`src/rtl/prio_arbiter.sv`:
```
// Request arbiter with a registered grant and a ready/valid handshake to the consumer.
// mode=0 picks the highest requesting index. mode=1 is round-robin: the search
// descends from just below the last handed-off index, with wrap-around.
// Optional feature: define PRIO_ARBITER_ONEHOT_EN to add a registered one-hot
// copy of the grant on port gnt_onehot.
module prio_arbiter #(
    parameter int unsigned N     = 4,
    parameter int unsigned IDX_W = 2
) (
    input  logic             clk,
    input  logic             rst_n,
    input  logic [N-1:0]     req,
    input  logic             mode,
    input  logic             gnt_ready,
    output logic [IDX_W-1:0] gnt_idx,
    output logic             gnt_valid
`ifdef PRIO_ARBITER_ONEHOT_EN
    ,
    output logic [N-1:0]     gnt_onehot
`endif
);

    typedef enum logic {
        IDLE  = 1'b0,
        GRANT = 1'b1
    } state_t;

    state_t           state;
    state_t           state_nxt;
    logic [IDX_W-1:0] ptr;
    logic [IDX_W-1:0] ptr_nxt;
    logic [IDX_W-1:0] idx_nxt;
    logic [IDX_W-1:0] fixed_win;
    logic [IDX_W-1:0] rr_win;
    logic [IDX_W-1:0] rr_base;
    logic [IDX_W-1:0] winner;
    logic             rr_found;
    logic             handshake;

    assign handshake = (state == GRANT) && gnt_ready;

    // Winner selection for both modes. On a handshake the index being handed
    // off becomes the last-served one, so the search bases on it directly.
    always_comb begin
        fixed_win = '0;
        rr_win    = '0;
        rr_found  = 1'b0;
        rr_base   = handshake ? gnt_idx : ptr;
        for (int unsigned i = 0; i < N; i++) begin
            if (req[i]) begin
                fixed_win = IDX_W'(i);
            end
        end
        for (int unsigned k = 0; k < N; k++) begin
            if (!rr_found && req[(32'(rr_base) + 2 * N - 1 - k) % N]) begin
                rr_win   = IDX_W'((32'(rr_base) + 2 * N - 1 - k) % N);
                rr_found = 1'b1;
            end
        end
        winner = mode ? rr_win : fixed_win;
    end

    // Next-state logic: arbitrate when idle or on a handshake, otherwise hold.
    always_comb begin
        state_nxt = state;
        idx_nxt   = gnt_idx;
        ptr_nxt   = ptr;
        case (state)
            IDLE: begin
                if (|req) begin
                    state_nxt = GRANT;
                    idx_nxt   = winner;
                end
            end
            GRANT: begin
                if (gnt_ready) begin
                    ptr_nxt = gnt_idx;
                    if (|req) begin
                        idx_nxt = winner;
                    end else begin
                        state_nxt = IDLE;
                    end
                end
            end
            default: begin
                state_nxt = IDLE;
            end
        endcase
    end

    // State, pointer and registered grant outputs; synchronous active-low reset.
    always_ff @(posedge clk) begin
        if (!rst_n) begin
            state      <= IDLE;
            gnt_idx    <= '0;
            gnt_valid  <= 1'b0;
            ptr        <= '0;
`ifdef PRIO_ARBITER_ONEHOT_EN
            gnt_onehot <= '0;
`endif
        end else begin
            state      <= state_nxt;
            gnt_idx    <= idx_nxt;
            gnt_valid  <= (state_nxt == GRANT);
            ptr        <= ptr_nxt;
`ifdef PRIO_ARBITER_ONEHOT_EN
            gnt_onehot <= (state_nxt == GRANT) ? (N'(1) << idx_nxt) : '0;
`endif
        end
    end

endmodule

```
`config.mk`:
```
export PLATFORM = sky130hd
export DESIGN_NAME = prio_arbiter
export DESIGN_NICKNAME = d
export VERILOG_FILES = /design/src/rtl/prio_arbiter.sv
export SDC_FILE = /design/constraint.sdc
export NUM_CORES = 1
export LEC_CHECK = 0
export BUFFER_PORTS_ARGS = -buffer_cell sky130_fd_sc_hd__buf_2
export CAP_MARGIN = 10
export CORE_AREA = 2 2 39 41
export DETAILED_ROUTE_END_ITERATION = 8
export DIE_AREA = 0 0 41 43
export GPL_TIMING_DRIVEN = 0
export PLACE_DENSITY = 0.53
export SLEW_MARGIN = 20
export SYNTH_ARGS = -nofsm -noshare
export SYNTH_HDL_FRONTEND = slang
export SYNTH_SLANG_ARGS = --single-unit
```
`constraint.sdc`:
```
create_clock -name clk -period 1.36 [get_ports clk]
set_clock_uncertainty 0.2 [all_clocks]
set_input_delay 0.136 -clock clk [delete_from_list [all_inputs] [get_ports clk]]
set_output_delay 0.136 -clock clk [all_outputs]
set_load 0.1 [all_outputs]
```
Word-level counts from Yosys, hierarchy flattened
Cells that the tools add are included.

operators by class
  mux-type cells = 26
  order comparisons = 4
  bitwise logic cells = 1
  eq/ne operators = 1
  $add $sub $neg = 5
  reductions and logical operators = 9

operator list
  cell                                                                   count
  2-bit 2-to-1 mux                                                       10
  2-bit by 3-bit < comparator with 1-bit output (second input constant)  4
  1-bit 2-to-1 mux                                                       10
  1-bit binary-select mux with 2-bit select                              4
  2-bit by 1-bit subtractor with 2-bit output (second input constant)    3
  1-bit logical AND                                                      4
  2-bit one-hot mux with 2 select lines                                  1
  4-bit OR reduction                                                     1
  1-bit zero test                                                        3
  2-bit by 1-bit adder with 2-bit output (second input constant)         1
  2-bit != test (second input constant)                                  1
  1-bit one-hot mux with 2 select lines                                  1
  2-bit AND reduction                                                    1
  2-bit subtractor (second input constant)                               1
  1-bit NOT                                                              1

word-level totals
  output and inout bits = 3
  input bits = 8
  logic and storage cells = 49
  bits in registers = 5

Depth between registers and ports, before layout
Gate-level depths: netlist of the first run.

  word-level depth = 20
  gate-level depth with buffers = 5
  gate-level depth less buffers = 4

Worst setup path after synthesis of the first run
No wires, ideal clock.

  kind = register to register
  start point = register state
  end point = register gnt_idx[1]
  stages on the path, launching flop included = 6
  data arrival time = 1.921 ns
  required time = 1.085 ns
  setup time = 0.075 ns
  path buffers = 1
  period minus slack after synthesis = 2.196 ns
  path slack = -0.836 ns
  path through = dfxtp_1 and2_1 buf_6 mux2i_1 a211o_1 a31oi_1

on the way
  cells in the longest elaborated chain, start to end = 20
  elaborated cells on any way between the ends = 34
  those cells by class = add/sub (5); eq/ne (1); mux (20); bitwise (1); reduce/logical (7)

ends and longest elaborated chain
  what                                                                             RTL line  source
  start, declared                                                                  28        state_t state;
  start signal, assigned                                                           102       state <= state_nxt;
  branches (longest 20 deep; another with 2-bit by 1-bit adder with 2-bit output)  -
  end signal, assigned                                                             103       gnt_idx <= idx_nxt;
  end, declared                                                                    15        output logic [IDX_W-1:0] gnt_idx,

Several ways; the timed one is not identified. The select of a mux whose other input is x is not followed.
A chain may end at the register's enable or synchronous reset.

Worst setup path after layout of the first run
  start point = register state
  end point = register gnt_idx[0]

Same word-level chain as after synthesis.

==> run_results.csv, run 1 <==
group,metric,value,unit
status,status,"complete, but fails checks",
status,violations,"setup timing",
synth,netlist_instances,51,
synth,yosysWarnings,0,
synth,synth_top_family_by_area,"compound AO/OA/AOI/OAI gates",
min_path,hold_class,"primary input to register",
route,avgViaCountPerCell,5.55,
setup_path,critPathArrivalTime,1.41,ns
cts,clock_path_buffers,2,
final_layout,seq_area,111,um^2
setup_path,required,1.32,ns
timing,hold_viol_final,0,
setup_path,worstSetupPathType,"register to register",
timing,fin_crit_sh,1.07,
synth,seq_area_frac_synth,0.246,
cts,h-tree-depth,1,
power,p_per_area,970,nW/um^2
synth,syn_nets,59,
cts,cts.sink_count,5,
synth,synthAdderAreaFrac,0,
setup_path,cp-end-kind,"register",
timing,clock.fmax,0.688,GHz
cts,clk_pin_slew,0.04,ns
synth,synthSimpleGateAreaFrac,0.277,
synth,synth_area_leaders,"dfxtp_1 25%, a21oi_1 4.9%, o21ai_0 4.9%",
floorplan,chipWidth,41,um
placed_design,portBuffers,9,
setup_path,start_kind,"register",
floorplan,fp.dieArea,1760,um^2
cts,cts_tree,"yes",
timing,holdWs,0.0765,ns
synth,synth_compound_area_frac,0.375,
placed_design,dp_cells,76,
run,cap_violations,0,
floorplan,die_h,43,um
global_routing,first_global_vias,396,
final_layout,diodes,0,
global_routing,grt-ovfl-total,0,
route,final_antenna_net_count,0,
global_routing,grt_pass1_wl,1.78,mm
power,switchingPower,199,uW
timing,setup_viol,2,
timing,fin_tns_setup,-0.173,ns
synth,ys_types,30,
final_layout,layoutNonFillerInstCount,82,
cts,numCtsBuffers,3,
timing,postLayoutSetupSlackWorst,-0.0942,ns
synth,synth_top_area_cell,"dfxtp_1",
final_layout,nets,75,
timing,min_period,1.45,ns
route,wl_per_cell,12.8,um
final_layout,multi_input_area,302,um^2
synth,synth-seq-cells,5,
power,p_int,341,uW
synth,synth-xor-area-share,0,
power,clockPowerShare,0.305,
placed_design,place_ws,-0.144,ns
power,max-vdd-ir-drop,582,uV
route,drt-total-wl,1.05,mm
placed_design,finalWeightedCongestion,0.829,
floorplan,ios,11,
power,combPwrFrac,0.362,
synth,syn_area,407,um^2
global_routing,grt_usage,0.147,
route,vias,455,
route,drt_iter0_drc,5,
final_layout,drive_gt1_frac,0.409,
synth,synthMuxAreaShare,0.0246,
global_routing,grt_max_degree,10,
final_layout,synthToLayoutAreaGrowth,36.9,%
route,first_pass_iters,4,
cts,clockRootBuffer,"clkbuf_4",
cts,insertion_delay,0.23,ns
timing,rsz0062_at_grt,"yes",
power,p_seq_frac,0.333,
timing,max-slew-margin-rel,0.570,
power,p_leak,0.000220,uW
synth,yosysTopAreaCellShare,0.246,
final_layout,fillers,149,
floorplan,initial_utilization,0.294,
synth,avgSynthCellArea,7.97,um^2
route,post-route-drc-count,0,
timing,drv_slew,0,
floorplan,rows,14,
timing,tightest_slew,0.640,ns
power,p_sw_frac,0.368,
floorplan,coreArea,1380,um^2
placed_design,hpwl,781,um
global_routing,antenna_found_initial,0,
setup_path,crit_fanout,6,
[power by group through the flow]
stage	clock, uW	sequential, uW	combinational (uW)
detailed placement	0	180	176
CTS	176	180	193
global route	192	183	209
floorplan	0	241	70.5
global placement	0	181	176
finish	165	180	195
[worst max-delay path, stage by stage (launching register included)]
cell and delay (ns):
dfxtp_4 0.36, buf_4 0.14, and2b_2 0.21, a311o_1 0.32, o2bb2ai_1 0.15
[Yosys cell counts]
| library cell | n |
|---|---|
| a211oi_1 | 2 |
| or2b_2 | 1 |
| inv_1 | 4 |
| dfxtp_1 | 5 |
| a31oi_1 | 1 |
| and2_1 | 1 |
| o41ai_1 | 1 |
| and2b_2 | 2 |
| buf_2 | 1 |
| mux2i_1 | 1 |
| a311o_1 | 1 |
| o221a_2 | 1 |
| a2111o_1 | 1 |
| o2bb2ai_1 | 1 |
| nor3b_1 | 1 |
| o21ai_0 | 4 |
| buf_6 | 1 |
| nand4b_1 | 2 |
| nor2b_1 | 1 |
| nand4_1 | 1 |
| nor2_1 | 5 |
| a21oi_1 | 4 |
| nor4_1 | 1 |
| o311ai_0 | 1 |
| and3_2 | 1 |
| nand2_1 | 1 |
| a211o_1 | 1 |
| a21boi_0 | 2 |
| nand2b_1 | 1 |
| o2111ai_1 | 1 |
[layout by cell type (no fill, tap or decap), types with 2 or more instances in the layout]
| cell | n |
|---|---|
| buf_2 | 7 |
| nor2_1 | 5 |
| inv_1 | 4 |
| a21oi_1 | 4 |
| clkbuf_4 | 4 |
| buf_4 | 4 |
| o21ai_0 | 3 |
| dfxtp_4 | 3 |
| and2b_2 | 2 |
| a211oi_1 | 2 |
| nand4b_1 | 2 |
| dfxtp_1 | 2 |
[metrics by stage]
stage | cell area, um^2 | utilization | power, uW
after floorplan | 420 | - | 311
after detailed placement | 485 | 0.351 | 356
after global placement | 485 | 0.351 | 357
after CTS | 551 | 0.398 | 548
after global routing | 557 | 0.402 | 583
final | 557 | 0.402 | 540
[state kept, by name (all words and copies together) (netlist names)]
register,count
gnt_idx,2
ptr,2
state,1
[worst paths after layout]
check | from | to | slack [ns] | cells past startpoint
worst min-delay path | mode | gnt_idx[0] | 0.08 | 3
worst min register to register | gnt_idx[1] | gnt_idx[1] | 0.41 | 2
worst max-delay path | state | gnt_idx[0] | -0.09 | 4
worst max register to register | state | gnt_idx[0] | -0.09 | 4
[cell type report]
| type | instances | area share |
|---|---|---|
| Tap cell | 16 | 0.0360 |
| Buffer | 1 | 0.00899 |
| Multi-Input combinational cell | 40 | 0.542 |
| Inverter | 4 | 0.0270 |
| Sequential cell | 5 | 0.200 |
| Timing Repair Buffer | 12 | 0.139 |
| Clock buffer | 4 | 0.0472 |
[kinds of logic (layout without fill, tap and decap cells)]
kind of cell           after synthesis  in the layout
flip-flops                           5              5
multiplexers                         1              1
AND/OR/NAND/NOR                     18             18
buffers and inverters                6             21
AO/OA/AOI/OAI                       21             21
[what timing repair did]
item	CTS	global route
pin swaps	2	3
buffers inserted	2	0
hold buffers	1	0
resized for setup	8	2
endpoints found under the setup margin	5	4
endpoints found under the hold margin	4	0
[per-layer routing]
metal,track usage,routed length (um),share of wire
met5,0,0,0
met4,0.0200,0,0
met3,0.0681,61,0.058
met2,0.222,520,0.49
met1,0.190,470,0.45
No activity file was read; power rests on OpenSTA's default activity.
==> inputs of run 2 (changes only) <==
==> constraint.sdc (replaced) <==
create_clock -name clk -period 1.36 [get_ports clk]
set_clock_uncertainty 0.2 [all_clocks]
set_input_delay 0.068 -clock clk [delete_from_list [all_inputs] [get_ports clk]]
set_output_delay 0.068 -clock clk [all_outputs]
set_load 0.1 [all_outputs]
==> run 2 against run 1 <==
  * The run still ends with setup timing left
  * First-iteration DRC count shrank 40%
  * Flip-flop and latch count unchanged
  * Clock power hardly changed
  * Highest routed layer unchanged
==> run_results.csv, run 2 (synthesis results as in run 1) <==
group,metric,value,unit
placed_design,place_area,485,um^2
floorplan,coreArea,1380,um^2
timing,fin_tns_setup,-0.173,ns
placed_design,finalWeightedCongestion,0.829,
min_path,hold_class,"primary input to register",
floorplan,chipWidth,41,um
setup_path,r2r-end,"gnt_idx[0]",
setup_path,start_kind,"register",
final_layout,fin_area,564,um^2
timing,min_period,1.46,ns
global_routing,grt-busiest-layer,"met2",
cts,clockRootBuffer,"clkbuf_4",
setup_path,critPathLaunch,"state",
global_routing,use_met1,0.200,
route,avgViaCountPerCell,5.51,
placed_design,portBuffers,9,
final_layout,diodes,0,
floorplan,rows,14,
min_path,hold_end,"gnt_idx[1]",
status,status,"complete, but fails checks",
cts,insertion_delay,0.23,ns
cts,clock_path_buffers,2,
final_layout,layout_commonest_cell,"buf_2",
final_layout,reg_top3,"gnt_idx (2), ptr (2), state (1)",
cts,clk_pin_slew,0.04,ns
final_layout,utilization,0.408,
setup_path,crit_fanout,6,
power,p_leak,0.000223,uW
timing,tightest_slew,0.640,ns
power,p_per_area,958,nW/um^2
setup_path,r2r_slack,-0.1,ns
final_layout,synthToLayoutAreaGrowth,38.8,%
timing,max-slew-margin-rel,0.569,
cts,numCtsBuffers,3,
min_path,min_from,"mode",
route,wl_per_cell,13.1,um
timing,hold_viol_final,0,
setup_path,cp-end-kind,"register",
timing,clock.fmax,0.687,GHz
cts,cts.sink_count,5,
route,drt_iter0_drc,3,
setup_path,required,1.32,ns
global_routing,grt_usage,0.150,
setup_path,reg2reg_depth,4,
global_routing,antenna_found_initial,0,
global_routing,grt_max_degree,10,
timing,rsz0062_at_grt,"yes",
global_routing,grt_use_met3,0.0681,
power,max-vdd-ir-drop,582,uV
route,final_antenna_net_count,0,
cts,h-tree-depth,1,
global_routing,grt_pass1_wl,1.81,mm
run,cap_violations,0,
global_routing,first_global_vias,397,
power,total_power,541,uW
setup_path,critPathArrivalTime,1.41,ns
final_layout,drive_gt1_frac,0.403,
global_routing,grt-ovfl-total,0,
final_layout,final_cell_mix,"8 x buf_2, 5 x nor2_1, 4 x inv_1, 4 x a21oi_1, 4 x clkbuf_4",
timing,postLayoutSetupSlackWorst,-0.0950,ns
route,drt-total-wl,1.09,mm
status,violations,"setup timing",
floorplan,fp.dieArea,1760,um^2
timing,fin_crit_sh,1.07,
min_path,worstHoldPathCells,3,
setup_path,r2r-start,"state",
floorplan,ios,11,
route,first_pass_iters,4,
cts,cts_tree,"yes",
placed_design,hpwl,781,um
setup_path,worstSetupPathType,"register to register",
timing,drv_slew,0,
final_layout,nets,76,
floorplan,initial_utilization,0.294,
route,vias,457,
route,post-route-drc-count,0,
timing,setup_viol,2,
floorplan,die_h,43,um
global_routing,use_met2,0.222,
==> run 2: how the worst max path moves through the flow <==
| stage | end | slack, ns | cells after the start |
|---|---|---|---|
| after floorplan | gnt_idx[1] | -0.24 | 5 |
| after global routing | gnt_idx[0] | -0.14 | 4 |
| final | gnt_idx[0] | -0.1 | 4 |
| after CTS | gnt_idx[1] | -0.12 | 4 |
| after detailed placement | gnt_idx[0] | -0.14 | 4 |
| after global placement | gnt_idx[0] | -0.16 | 5 |
==> run 2: area by class of cell <==
class	instances	area, um^2
buffer	1	5.00
multi-input combinational	40	302
inverter	4	15.0
timing repair buffer	13	85.1
clock buffer	4	26.3
tap	16	20.0
sequential	5	111
fill	149	820
==> run 2: critical path, stage by stage (launching register included) <==
cell and delay, ns:
dfxtp_4 0.36, buf_4 0.14, and2b_2 0.21, a311o_1 0.32, o2bb2ai_1 0.15
==> run 2: layer usage <==
metal	vias to the layer above	part of all wire
li1	230	-
met1	216	0.45
met2	11	0.49
met3	0	0.058
met4	0	0
met5	-	0
==> run 2: repair_timing <==
| item | CTS | global route |
|---|---|---|
| gates resized for setup | 7 | 2 |
| buffers inserted | 2 | 0 |
| hold buffers | 2 | 0 |
| endpoints found under the hold margin | 5 | 0 |
| setup endpoints to repair | 3 | 3 |
| pin swaps | 2 | 3 |
==> run 2: stage by stage <==
step	worst slack (ns)	hold WS [ns]	std cells
final	-0.0950	0.00827	83
after detailed placement	-0.144	0.166	76
after global placement	-0.156	0.164	76
after floorplan	-0.236	-0.0160	51
after global routing	-0.145	0.0334	83
after CTS	-0.124	0.00584	83
==> run 2: power breakdown <==
| group | leakage, uW | switching [uW] | internal (uW) |
|---|---|---|---|
| clock network | 0.0000150 | 54.2 | 110 |
| logic | 0.000166 | 126 | 70.2 |
| registers | 0.0000429 | 19.7 | 160 |
